==> src/rtl/spi_pkg.sv <==
// Shared SPI definitions used by the slave (and the existing master):
// default frame width, FSM state encodings, mode constants and a
// counter-width helper.
package spi_pkg;

  localparam int unsigned SPI_DATA_W = 8;

  localparam logic ST_IDLE  = 1'b0;
  localparam logic ST_SHIFT = 1'b1;

  // Mode 0: clock idles low, data sampled on the rising edge.
  localparam logic CPOL = 1'b0;
  localparam logic CPHA = 1'b0;

  typedef enum logic {
    IDLE  = ST_IDLE,
    SHIFT = ST_SHIFT
  } spi_state_e;

  // Width of a counter that must hold 0 .. n-1.
  function automatic int unsigned cnt_w(input int unsigned n);
    return (n > 1) ? $clog2(n) : 1;
  endfunction

endpackage

==> src/rtl/spi_sync.sv <==
// Multi-flop synchronizer with registered single-cycle rise/fall strobes.
// Ports:
//   clk, reset (async, active-low)
//   d     asynchronous input
//   q     synchronized level (last stage)
//   rise  one-clk strobe on a 0->1 transition of q
//   fall  one-clk strobe on a 1->0 transition of q
// STAGES must be at least 2; RST_VAL is the idle level the chain holds in reset.
module spi_sync #(
  parameter int unsigned STAGES  = 2,
  parameter logic        RST_VAL = 1'b0
) (
  input  logic clk,
  input  logic reset,
  input  logic d,
  output logic q,
  output logic rise,
  output logic fall
);

  logic [STAGES-1:0] sh;
  logic              q_d;

  assign q = sh[STAGES-1];

  // Synchronizer chain, delayed copy of the last stage, and edge strobes.
  always_ff @(posedge clk or negedge reset) begin
    if (!reset) begin
      sh   <= {STAGES{RST_VAL}};
      q_d  <= RST_VAL;
      rise <= 1'b0;
      fall <= 1'b0;
    end else begin
      sh   <= {sh[STAGES-2:0], d};
      q_d  <= sh[STAGES-1];
      rise <= sh[STAGES-1] & ~q_d;
      fall <= ~sh[STAGES-1] & q_d;
    end
  end

endmodule

==> src/rtl/spi_slave.sv <==
// SPI mode-0 responder, MSB first, one DATA_W-bit byte per frame, ss active-low.
// All SPI inputs are oversampled in the clk domain.
// Ports:
//   clk, reset (async, active-low)
//   sclk, ss, mosi  from the SPI master
//   miso            serial data to the master
//   tdata           byte to transmit, loaded at frame start and each byte boundary
//   rdata           last complete received byte
//   rvalid          one-clk pulse when rdata updates
//   busy            high while a frame is active
// Build option SPI_SLAVE_ECHO_EN: each transmit load takes rdata instead of
// tdata, so the master reads back the previously received byte.
module spi_slave
  import spi_pkg::*;
#(
  parameter int unsigned DATA_W      = SPI_DATA_W,
  parameter int unsigned SYNC_STAGES = 2
) (
  input  logic              clk,
  input  logic              reset,
  input  logic              sclk,
  input  logic              ss,
  input  logic              mosi,
  output logic              miso,
  input  logic [DATA_W-1:0] tdata,
  output logic [DATA_W-1:0] rdata,
  output logic              rvalid,
  output logic              busy
);

  localparam int unsigned CNT_W = cnt_w(DATA_W);

  logic sclk_q_unused, sclk_rise, sclk_fall;
  logic ss_q, ss_rise, ss_fall;
  logic mosi_s, mosi_rise_unused, mosi_fall_unused;

  spi_state_e        state;
  logic [CNT_W-1:0]  bitcnt;
  logic [DATA_W-2:0] rx_sh;
  logic [DATA_W-1:0] tx_sh;
  logic              reload;
  logic              armed;
  logic [SYNC_STAGES:0] flush;

  logic [DATA_W-1:0] rx_next_c;
  logic [DATA_W-1:0] load_c;

  spi_sync #(.STAGES(SYNC_STAGES), .RST_VAL(1'b0)) u_sclk_sync (
    .clk  (clk),
    .reset(reset),
    .d    (sclk),
    .q    (sclk_q_unused),
    .rise (sclk_rise),
    .fall (sclk_fall)
  );

  spi_sync #(.STAGES(SYNC_STAGES), .RST_VAL(1'b1)) u_ss_sync (
    .clk  (clk),
    .reset(reset),
    .d    (ss),
    .q    (ss_q),
    .rise (ss_rise),
    .fall (ss_fall)
  );

  spi_sync #(.STAGES(SYNC_STAGES), .RST_VAL(1'b0)) u_mosi_sync (
    .clk  (clk),
    .reset(reset),
    .d    (mosi),
    .q    (mosi_s),
    .rise (mosi_rise_unused),
    .fall (mosi_fall_unused)
  );

  // Received byte including the bit arriving on the current rise.
  assign rx_next_c = {rx_sh, mosi_s};

  // Value loaded into the transmit shifter at frame start / byte boundary.
`ifdef SPI_SLAVE_ECHO_EN
  logic unused_tdata;
  assign unused_tdata = ^tdata;
  assign load_c = rdata;
`else
  assign load_c = tdata;
`endif

  assign miso = (state == SHIFT) ? tx_sh[DATA_W-1] : 1'b0;
  assign busy = (state == SHIFT);

  // Frame FSM. 'armed' blocks the spurious ss_fall seen when reset releases
  // with ss already low: a frame only starts after ss has been seen high
  // through a fully refilled synchronizer.
  always_ff @(posedge clk or negedge reset) begin
    if (!reset) begin
      state  <= IDLE;
      bitcnt <= '0;
      rx_sh  <= '0;
      tx_sh  <= '0;
      rdata  <= '0;
      rvalid <= 1'b0;
      reload <= 1'b0;
      armed  <= 1'b0;
      flush  <= '0;
    end else begin
      rvalid <= 1'b0;
      flush  <= {flush[SYNC_STAGES-1:0], 1'b1};
      if (flush[SYNC_STAGES] && ss_q) begin
        armed <= 1'b1;
      end

      case (state)
        IDLE: begin
          if (ss_fall && armed) begin
            tx_sh  <= load_c;
            bitcnt <= '0;
            reload <= 1'b0;
            state  <= SHIFT;
          end
        end

        SHIFT: begin
          // ss_rise has priority: a coincident sclk rise is dropped.
          if (ss_rise) begin
            state  <= IDLE;
            bitcnt <= '0;
            reload <= 1'b0;
          end else begin
            if (sclk_rise) begin
              rx_sh <= rx_next_c[DATA_W-2:0];
              if (bitcnt == CNT_W'(DATA_W - 1)) begin
                bitcnt <= '0;
                reload <= 1'b1;
                rdata  <= rx_next_c;
                rvalid <= 1'b1;
              end else begin
                bitcnt <= bitcnt + CNT_W'(1);
              end
            end
            // Rise and fall strobes are never coincident.
            if (sclk_fall) begin
              if (reload) begin
                tx_sh  <= load_c;
                reload <= 1'b0;
              end else begin
                tx_sh <= {tx_sh[DATA_W-2:0], 1'b0};
              end
            end
          end
        end

        default: state <= IDLE;
      endcase
    end
  end

endmodule

==> config.mk <==
export PLATFORM = sky130hd
export DESIGN_NAME = spi_slave
export DESIGN_NICKNAME = d
export VERILOG_FILES = /design/src/rtl/spi_pkg.sv /design/src/rtl/spi_sync.sv /design/src/rtl/spi_slave.sv
export SDC_FILE = /design/constraint.sdc
export NUM_CORES = 1
export LEC_CHECK = 0
export BUFFER_PORTS_ARGS = -buffer_cell sky130_fd_sc_hd__buf_4
export CAP_MARGIN = 10
export CELL_PAD_IN_SITES_DETAIL_PLACEMENT = 1
export CELL_PAD_IN_SITES_GLOBAL_PLACEMENT = 2
export CORE_MARGIN = 5
export CORE_UTILIZATION = 39
export DETAILED_ROUTE_END_ITERATION = 10
export HOLD_SLACK_MARGIN = 0.08
export PLACE_DENSITY = 0.8
export SLEW_MARGIN = 10
export SYNTH_ARGS = -nofsm -noshare
export SYNTH_HDL_FRONTEND = slang
export SYNTH_SLANG_ARGS = --single-unit
==> constraint.sdc <==
create_clock -name clk -period 1.9 [get_ports clk]
set_input_delay 0.19 -clock clk [delete_from_list [all_inputs] [get_ports clk]]
set_output_delay 0.19 -clock clk [all_outputs]
set_load 0.005 [all_outputs]
Word level (Yosys, flattened, before mapping)
Index checks and enable logic that the tools add are counted.

storage, ports and cells
  flip-flop bits (word level) = 45
  logic and storage cells = 65

cells by class
  add/sub/neg operators = 1
  eq/ne operators = 5
  mux-type cells = 25
  bitwise gates (word level) = 10
  reductions and logical operators = 6

operators with widths
  kind                                                             number
  8-bit two-way mux                                                4
  8-bit one-hot mux with 2 select lines                            1
  1-bit two-way mux                                                13
  3-bit two-way mux                                                4
  1-bit NOT                                                        6
  3-bit one-hot mux with 2 select lines                            1
  3-bit AND reduction                                              2
  1-bit bitwise AND                                                4
  2-bit != test, second input constant                             2
  1-bit one-hot mux with 2 select lines                            2
  4-bit AND reduction                                              1
  3-bit by 1-bit adder with 3-bit output, second input constant    1
  3-bit equality test, second input constant                       1
  3-bit by 1-bit != test with 1-bit output, second input constant  1
  1-bit logical AND                                                2
  2-bit by 1-bit != test with 1-bit output, second input constant  1
  2-bit AND reduction                                              1

Logic depth before layout (Yosys ltp)
  word-level depth = 7
  gate-level depth with buffers = 4
  gate-level depth less buffers = 4

Modules after synthesis
Synthesis repeated with hierarchy kept, for this count alone.

unflattened totals
  cell total of the unflattened synthesis = 111
  area total of the unflattened synthesis = 1769.2 sq um

by module, submodules not included
  module                       instances  cells each  area an instance (sq um)  sequential area each (sq um)
  spi_slave                    1          90          1345.0                    825.8
  spi_sync at u_mosi_sync ...  2          7           140.1                     125.1
  spi_sync at u_ss_sync        1          7           143.9                     128.9

Least setup slack after synthesis
OpenSTA, ideal clock, no wires.

  kind = register to register
  from = register bitcnt[0]
  to = register rdata[0]
  library setup time = 0.125 ns
  arrival = 1.336 ns
  data required time = 1.775 ns
  path slack = 0.440 ns
  cell stages (with the launch flop) = 5
  buffers on the path = 0
  period minus slack after synthesis = 1.460 ns
  path through = dfrtp_1 > ha_1 > ha_1 > nand2_1 > mux2_2

between the ends
  word-level cells in the longest chain between the ends = 2

RTL lines
  element                               RTL line          RTL
  start: declaration                    spi_slave.sv:38   logic [CNT_W-1:0] bitcnt;
  start signal: assignment              spi_slave.sv:136  bitcnt <= bitcnt + CNT_W'(1);
  3-bit equality test                   spi_slave.sv:130  if (bitcnt == CNT_W'(DATA_W - 1)) begin
  4-bit AND reduction (no source line)  n/a
  end signal: assignment                spi_slave.sv:133  rdata <= rx_next_c;
  end: declaration                      spi_slave.sv:26   output logic [DATA_W-1:0] rdata,

Every way passes these cells.
A chain may end at the register's enable or synchronous reset.

Final worst setup path
  from = register bitcnt[0]
  to = register rdata[5]

The elaborated chain is that of the path after synthesis.

==> qor.txt <==
hold_buf cts = 4
setup TNS = 0 ps
leak pwr = 0.989 nW
1st-pass router iterations = 3
P&R area growth vs syn = 21.2%
multi-input logic area = 523 µm²
met3 usage = 0.0343
Port Buf Inserts = 23
initial DRC count = 37
# placed instances = 178
fin util = 0.497
antenna-violating nets left = 0
actual slew at the worst max-slew pin = 549 ps
H-tree depth = 2
Power Dens Cells = 1050 mW/mm²
Final setup viols = 0
CP cell instances = ha_1 > ha_1 > nand2_1 > mux2_2
gpl congestion = 0.697
Design Area, Final = 0.00203 mm²
Crit path largest cell delay = 410 ps
worst path required time = 2080 ps
Setup crit start kind = flop
most frequent cells in the layout = dfrtp_1 (42), mux2_2 (30), buf_4 (24)
Slew Limit Fails = 0
Achievable Freq = 0.589 GHz
fin nets = 154
Avg WL per Cell = 15.0 µm
# fillers = 416
Avg Cell Area, Syn = 15.8 µm²
DP HPWL = 2030 µm
Storage cell area = 0.00113 mm²
die width = 75.5 µm
CTS Root Cell = clkbuf_8
Period minus WS final = 1700 ps
Synth area leaders = dfrtp_1 (63%), mux2_2 (20%), dfstp_2 (4.7%)
Synth Net Count = 121
core area = 0.00409 mm²
worst-path maximum fanout = 9
Routed WL = 2860 µm
Seq cells post-synth = 45
CTS tree = done
total track usage = 0.118
hold slack = 174 ps
status = finished, final reports clean
Post-DP Area = 0.00191 mm²
share of cells above drive strength 1 = 0.479
first-pass GRT wire length = 5000 µm
Top Ports = 24
setup repair bufs after CTS = 0
final hold violations = 0
CP max-delay cell = dfrtp_1
post-route setup slack = 202 ps
crit end category = flop
Ant. Diodes = 0
Syn Inst Count = 106
top cell type's share of synthesized area = 0.628
Vias = 900
largest net degree at the start of global routing = 46
Synth area leader = dfrtp_1
Clock Sinks = 45
RSZ-0062 raised after global routing = false
Die Y = 75.5 µm
non-filler instance count after layout = 190
row count = 23
max-cap viol count = 0
most common cell after layout, fill and taps aside = dfrtp_1
synth warn = 0
fin crit share = 0.894
Worst-Skew Late Latency = 290 ps
synth unique cells = 22
GRT overflow = 0
Pwr Total = 2.14 mW
Seq/Total Area, Yosys = 0.675
global-route track usage on met2 = 0.209
Max IR drop VDD = 0.000531 V
CTS Buf Count = 5
worst clock skew = 6.67 ps
initial antenna violation count = 0
CP Buf/Inv Count = 0
critical path type = reg -> reg
# DRC = 0
Top Family by Delay on Critical Path = adder cells
most used cell, CP = ha_1
WP data arrival = 1870 ps
vias in the first global route = 1,056
CTS Buffer Depth = 2
GR peak layer = met2
Clock transition at path regs = 80 ps
synthesized area = 0.00167 mm²
Starting Density = 0.410
post-CTS sizing = 0
Die ar. = 0.00570 mm²
pre-CTS WS = 227 ps
DR vias/cell = 4.74
slew margin rel. = 0.634
met1 usage = 0.140
hold crit path type = in -> reg
-- power by group --
part	internal (mW)	switching (mW)
combinational	0.228	0.134
clock	0.255	0.286
sequential	1.13	0.107
-- cell families (layout without fill, tap and decap cells) --
| group | after synthesis | count (layout) | synth area share |
|---|---|---|---|
| compound gates | 10 | 10 | 0.0448 |
| simple gates | 12 | 12 | 0.0426 |
| fa+ha+maj | 2 | 2 | 0.0149 |
| other cells | 1 | 1 | 0.00224 |
| flops | 45 | 45 | 0.675 |
| buf+inv | 5 | 39 | 0.0127 |
| mux | 31 | 31 | 0.208 |
-- registers in the layout, summed over array words and instances, names as in the netlist, 2 cells and up --
| name | flops |
|---|---|
| flush | 3 |
| u_ss_sync.sh | 2 |
| rx_sh | 7 |
| tx_sh | 8 |
| rdata | 8 |
| u_mosi_sync.sh | 2 |
| u_sclk_sync.sh | 2 |
| bitcnt | 3 |
-- worst reg2reg max path, delay by kind of cell (launching register included) --
family / cells / cell delay, ps
adder cells (fa/ha/maj): 2 / 480
flip-flops: 1 / 410
multiplexers: 1 / 390
AND/OR/NAND/NOR: 1 / 310
-- final cells by class --
type / instances / share of cell area
sequential: 45 / 0.557
tap: 50 / 0.0308
multi-input combinational: 56 / 0.258
timing repair buffer: 28 / 0.109
clock inverter: 2 / 0.00493
inverter: 3 / 0.00555
clock buffer: 6 / 0.0358
-- layer usage --
layer	share of wire	vias to the layer above
met4	0.014	0
met3	0.054	5
met2	0.52	17
met5	0	-
li1	-	428
met1	0.41	450
-- cell usage after synthesis (all sizes together) --
library cell   n
nor3           1
mux2i          1
inv            3
o21bai         1
o21ba          1
dfstp          3
a22o           2
o21ai          1
mux2          30
a21o           1
nor2b          4
a21oi          3
dfrtp         42
ha             2
conb           1
nand2          3
buf            2
and2           1
o22ai          1
nand2b         2
and3b          1
-- worst paths after layout --
path,from,slack [ps],endpoint,depth (start not counted)
worst max-delay path,bitcnt[0]$_DFFE_PN0P_,200,rdata[5]$_DFFE_PN0P_,4
worst min-delay path,tdata[0],170,tx_sh[0]$_DFFE_PN0P_,3
worst max register to register,bitcnt[0]$_DFFE_PN0P_,200,rdata[5]$_DFFE_PN0P_,4
worst min register to register,u_mosi_sync.sh[0]$_DFF_PN0_,350,u_mosi_sync.sh[1]$_DFF_PN0_,0
max in group asynchronous,reset,1090,u_ss_sync.sh[0]$_DFF_PN1_,2
min in group asynchronous,reset,420,rdata[2]$_DFFE_PN0P_,2
Note: power is estimated with default switching activity, not from simulation.
